## src/rtl/fsm_output_collect.sv

```systemverilog
// -----------------------------------------------------------------------------
// fsm_output_collect
//
// Output-side companion of the pipelined FP adder's input-enable FSM. A token
// travels alongside every issued operation through a shift register that is
// as long as the adder pipeline. When the token reaches the last stage, the
// adder's result and flags are captured into a small FIFO. The FIFO drains
// downstream over a valid/ready handshake. A credit output tells the input
// side whether it can issue without the risk of losing a result.
//
// Parameters
//   PIPE_DEPTH  adder latency in cycles (>= 1)
//   W           result width
//   FIFO_DEPTH  output buffer entries (power of two, >= 2)
//
// Ports
//   clk          system clock, rising edge
//   rst          synchronous active-low reset
//   issue_valid  one-cycle pulse per operation entering the adder
//   pipe_result  last-stage adder result
//   pipe_flags   last-stage {overflow, underflow}
//   out_ready    downstream accepts the head result this cycle
//   out_valid    FIFO head holds a result
//   out_result   FIFO head result
//   out_flags    FIFO head flags
//   issue_allow  input side may issue without risking a drop
//   in_flight    operations currently inside the adder pipeline
//   drop_error   sticky: a result was discarded because the FIFO was full
// -----------------------------------------------------------------------------
module fsm_output_collect #(
   parameter int PIPE_DEPTH = 4,
   parameter int W          = 32,
   parameter int FIFO_DEPTH = 4
) (
   input  logic                            clk,
   input  logic                            rst,
   input  logic                            issue_valid,
   input  logic [W-1:0]                    pipe_result,
   input  logic [1:0]                      pipe_flags,
   input  logic                            out_ready,
   output logic                            out_valid,
   output logic [W-1:0]                    out_result,
   output logic [1:0]                      out_flags,
   output logic                            issue_allow,
   output logic [$clog2(PIPE_DEPTH+1)-1:0] in_flight,
   output logic                            drop_error
);

   localparam int IW = $clog2(PIPE_DEPTH + 1);
   localparam int PW = $clog2(FIFO_DEPTH);
   localparam int CW = $clog2(FIFO_DEPTH + 1);

   logic [PIPE_DEPTH-1:0] tok_q;
   logic [IW-1:0]         in_flight_q, in_flight_d;
   logic [PW-1:0]         wr_ptr_q, wr_ptr_d;
   logic [PW-1:0]         rd_ptr_q, rd_ptr_d;
   logic [CW-1:0]         count_q, count_d;
   logic                  drop_q, drop_d;
   logic [W+1:0]          mem_q [FIFO_DEPTH];

   logic          pipe_exit;
   logic          pop;
   logic          push_ok;
   logic [CW-1:0] free_slots;

   assign pipe_exit = tok_q[PIPE_DEPTH-1];
   assign pop       = (count_q != '0) && out_ready;
   // A full FIFO still accepts the result when the head leaves in the same cycle.
   assign push_ok   = pipe_exit && ((count_q < CW'(FIFO_DEPTH)) || pop);

   always_comb begin
      in_flight_d = in_flight_q;
      wr_ptr_d    = wr_ptr_q;
      rd_ptr_d    = rd_ptr_q;
      count_d     = count_q;
      drop_d      = drop_q;

      case ({issue_valid, pipe_exit})
         2'b10:   in_flight_d = in_flight_q + IW'(1);
         2'b01:   in_flight_d = in_flight_q - IW'(1);
         default: in_flight_d = in_flight_q;
      endcase

      // Pointers wrap naturally because FIFO_DEPTH is a power of two.
      if (push_ok) wr_ptr_d = wr_ptr_q + PW'(1);
      if (pop)     rd_ptr_d = rd_ptr_q + PW'(1);

      if (push_ok && !pop)      count_d = count_q + CW'(1);
      else if (pop && !push_ok) count_d = count_q - CW'(1);

      if (pipe_exit && !push_ok) drop_d = 1'b1;
   end

   always_ff @(posedge clk) begin
      if (!rst) begin
         tok_q       <= '0;
         in_flight_q <= '0;
         wr_ptr_q    <= '0;
         rd_ptr_q    <= '0;
         count_q     <= '0;
         drop_q      <= 1'b0;
         for (int i = 0; i < FIFO_DEPTH; i++) mem_q[i] <= '0;
      end else begin
         tok_q[0] <= issue_valid;
         for (int k = 1; k < PIPE_DEPTH; k++) tok_q[k] <= tok_q[k-1];
         in_flight_q <= in_flight_d;
         wr_ptr_q    <= wr_ptr_d;
         rd_ptr_q    <= rd_ptr_d;
         count_q     <= count_d;
         drop_q      <= drop_d;
         if (push_ok) mem_q[wr_ptr_q] <= {pipe_flags, pipe_result};
      end
   end

   assign free_slots = CW'(FIFO_DEPTH) - count_q;

   assign out_valid               = (count_q != '0);
   assign {out_flags, out_result} = mem_q[rd_ptr_q];
   // Credit uses registered state only; a pop in this cycle is not counted.
   assign issue_allow             = 32'(free_slots) > 32'(in_flight_q);
   assign in_flight               = in_flight_q;
   assign drop_error              = drop_q;

endmodule
```

## config.mk

```make
export PLATFORM = sky130hd
export DESIGN_NAME = fsm_output_collect
export DESIGN_NICKNAME = d
export VERILOG_FILES = /design/src/rtl/fsm_output_collect.sv
export SDC_FILE = /design/constraint.sdc
export NUM_CORES = 1
export LEC_CHECK = 0
export CAP_MARGIN = 15
export CORE_ASPECT_RATIO = 0.8
export CORE_MARGIN = 8
export CORE_UTILIZATION = 56
export DETAILED_ROUTE_END_ITERATION = 6
export GPL_TIMING_DRIVEN = 0
export PLACE_DENSITY = 0.8
export SLEW_MARGIN = 20
export SYNTH_ARGS = -nofsm -noshare
export SYNTH_HDL_FRONTEND = slang
export SYNTH_SLANG_ARGS = --single-unit
```

## constraint.sdc

```tcl
create_clock -name clk -period 6.19 [get_ports clk]
set_input_delay 1.5475 -clock clk [delete_from_list [all_inputs] [get_ports clk]]
set_output_delay 1.5475 -clock clk [all_outputs]
set_load 0.01 [all_outputs]
```

==> run_results.csv <==
group,metric,value,unit
clock_network,cts_setup_buffers,0,
grt,overflow,0,
placement,gp_routability_congestion,0.738,
timing,finalClockSkew,5.24,ps
placement,portBuffers,77,
die,initial_core_util,57.6,%
clock_network,worstSkewPairLatency,420,ps
detailed_routing,drt-total-wl,14100,um
worst_setup_path,reg2reg_depth,11,
grt,grt_usage,18.8,%
synthesis,synth_seq_cells,153,
power_and_ir_drop,p_sw_share,26.1,%
die,die_w,138,um
timing,slew_headroom,48.9,%
die,die_area,0.0157,mm^2
synthesis,syn_area_per_cell,14.3,um^2
power_and_ir_drop,p_int,2100,uW
clock_network,cts_tree,"done",
synthesis,synth_top_area_share,61.3,%
worst_setup_path,end_kind,"primary output",
detailed_routing,post-route-drc-count,0,
worst_setup_path,cpMostUsedCell,"clkbuf_1",
die,core,0.0116,mm^2
worst_setup_path,cp.required,4640,ps
cells_and_area,antennaDiodeCount,0,
worst_setup_path,cpPeakStageDelay,580,ps
cells_and_area,layout.nets,616,
detailed_routing,vias,4104,
detailed_routing,drtPass1Iterations,5,
die,die_h,114,um
timing,finalSetupViolCount,0,
worst_setup_path,critPathKind,"reg2out",
worst_hold_path,min_delay_path_depth,1,
timing,rsz0062_at_grt,"no",
clock_network,clock_sinks,153,
power_and_ir_drop,ir_worst_vdd,303,uV
detailed_routing,drtIter0Drc,428,
worst_setup_path,r2r-end,"count_q[2]",
power_and_ir_drop,p_per_area,342,mW/mm^2
timing,drv_slew,0,
die,row_count,35,
flow_run,maxCapViolCount,0,
power_and_ir_drop,switching_power,743,uW
clock_network,clk_path_buf_depth,2,
timing,fin_ws,2040,ps
synthesis,yosysSeqAreaShare,66.4,%
worst_setup_path,cp_slowest_cell,"clkbuf_1",
timing,worstMarginPinSlew,763,ps
timing,whs,433,ps
synthesis,synth_top_cell_by_area,"edfxtp_1",
power_and_ir_drop,pwr-share-seq,42.0,%
worst_hold_path,holdPathEnd,"tok_q[1]",
synthesis,syn_area,0.00666,mm^2
detailed_routing,wl_per_cell,19.3,um
worst_setup_path,rrSetupSlack,3140,ps
timing,min_period_over_period,67.1,%
cells_and_area,layout_common_cells,"edfxtp_1, nor2_1, clkdlybuf4s50_1, nand2_1, mux4_2",
detailed_routing,drt.antenna.violating_nets,0,
worst_hold_path,hold_start,"tok_q[0]",
power_and_ir_drop,clockPowerShare,35.5,%
worst_setup_path,start_kind,"flip-flop",
grt,grt_pass1_wl,21800,um
clock_network,cts_root_buffer,"clkbuf_16",
synthesis,syn_nets,515,
grt,grt_start_max_net_pins,24,
clock_network,holdBufCountCts,0,
die,num_io_pins,78,
grt,antenna_found_initial,0,
cells_and_area,final_common_cell,"edfxtp_1",
timing,hold_violations,0,
clock_network,cts_buffers,17,
worst_hold_path,hold_class,"reg2reg",
synthesis,yosysUniqueCellTypes,35,
synthesis,syn_inst,467,
outcome,status,"finished, final reports clean",
power_and_ir_drop,comb_power_share,22.4,%
synthesis,synth-warning-count,0,
detailed_routing,vias_per_cell,5.63,
power_and_ir_drop,p_leak,0.00296,uW
placement,dp_slack,2150,ps
cells_and_area,synthToLayoutAreaGrowth,25.0,%
synthesis,yosys-top-cells-area,"edfxtp_1, mux4_2, nor2_1",
clock_network,cts_resized,0,
clock_network,clkTransAtPathRegs,60,ps
worst_setup_path,timing.rr.start,"count_q[0]",
worst_setup_path,crit_fanout,10,
worst_setup_path,cp.arrival,2600,ps
placement,detailed_place_hpwl,9090,um
cells_and_area,drive_above_1_share,21.5,%
worst_setup_path,path_cells,"clkbuf_1 > clkbuf_1 > mux4_2 > clkdlybuf4s50_1",
clock_network,cts_max_level,4,
timing,fin_crit,4150,ps
timing,timing.fmax,241,MHz
grt,first_global_vias,4212,
area by class of cell:
class                           instances  area, um^2
Tap cell                              148         185
Clock inverter                         10         126
Timing Repair Buffer                   82         876
Sequential cell                       153        4420
Inverter                               17        63.8
Multi-Input combinational cell        269        2050
Buffer                                 28         154
Clock buffer                           22         444
Fill cell                             759        3240
stage by stage:
stage / total power (uW) / area, um^2 / cells / setup TNS, ps / utilization [%]
4_1_cts: 2860 / 8320 / 729 / 0 / 72.0
3_3_place_gp: 1850 / 7610 / 692 / -72640 / 65.9
5_1_grt: 2960 / 8320 / 729 / 0 / 72.0
6_report: 2850 / 8320 / 729 / 0 / 72.0
2_1_floorplan: 1600 / 6660 / 467 / 0 / -
3_5_place_dp: 1860 / 7750 / 697 / 0 / 67.1
critical path: cells and delay by family (launching register included):
family | cells | cell delay [ps]
multiplexers | 1 | 440
buffers and inverters | 3 | 1450
flip-flops | 1 | 300
power by group through the flow:
stage / combinational (uW) / sequential (uW) / clock, uW
after floorplan: 386 / 1210 / 0
after CTS: 649 / 1200 / 1020
after detailed placement: 643 / 1220 / 0
after global placement: 626 / 1220 / 0
final: 639 / 1200 / 1010
after global routing: 693 / 1200 / 1060
cell families after synthesis:
group,synth area share [%]
flops,66.4
simple gates,13.2
buf+inv,3.27
compound gates,2.44
xor+xnor,0.789
fa+ha+maj,2.10
mux,11.8
cells in the mapped netlist:
| library cell | n |
|---|---|
| or3_1 | 2 |
| ha_1 | 8 |
| xnor2_1 | 1 |
| a311oi_1 | 1 |
| and2_1 | 4 |
| a21oi_1 | 3 |
| or3_4 | 1 |
| dfxtp_1 | 17 |
| inv_2 | 1 |
| a31o_1 | 2 |
| a31oi_2 | 1 |
| buf_6 | 4 |
| nand2_1 | 38 |
| nor2_1 | 116 |
| edfxtp_1 | 136 |
| nor2b_1 | 2 |
| or2_2 | 1 |
| o21ai_0 | 5 |
| o32ai_1 | 1 |
| nand2b_1 | 1 |
| mux2i_1 | 2 |
| xor2_1 | 5 |
| mux4_2 | 34 |
| nor3_2 | 2 |
| o311ai_4 | 2 |
| nor2_2 | 30 |
| nand3b_1 | 1 |
| clkbuf_1 | 9 |
| a41oi_1 | 1 |
| buf_2 | 15 |
| a32oi_1 | 1 |
| fa_1 | 2 |
| o21ai_1 | 1 |
| inv_1 | 16 |
| and4_1 | 1 |
worst max-delay path by stage:
stage | startpoint | end | slack (ps) | cells after the start
floorplan | out_ready | mem_q[0][0] | 1260 | 4
global placement | out_ready | mem_q[2][16] | -1130 | 5
detailed placement | out_ready | count_q[2] | 2150 | 11
CTS | flip-flop | out_result[11] | 2010 | 4
global route | count_q[0] | issue_allow | 1870 | 8
finish | flip-flop | out_result[11] | 2040 | 4
registers in the layout (all words and copies together) (netlist names), named ones only:
name,cells
count_q,3
in_flight,3
rd_ptr_q,2
mem_q,136
wr_ptr_q,2
tok_q,4
drop_error,1
per-layer routing:
metal	part of all wire [%]	global-route usage (%)	vias to the layer above	wire, um
met1	41	23.8	2032	5730
met5	0	0	-	0
li1	-	-	1876	-
met4	1.2	5.43	0	172
met3	9.1	5.80	15	1280
met2	49	30.4	181	6890
Power figures use the tool's default switching activity.
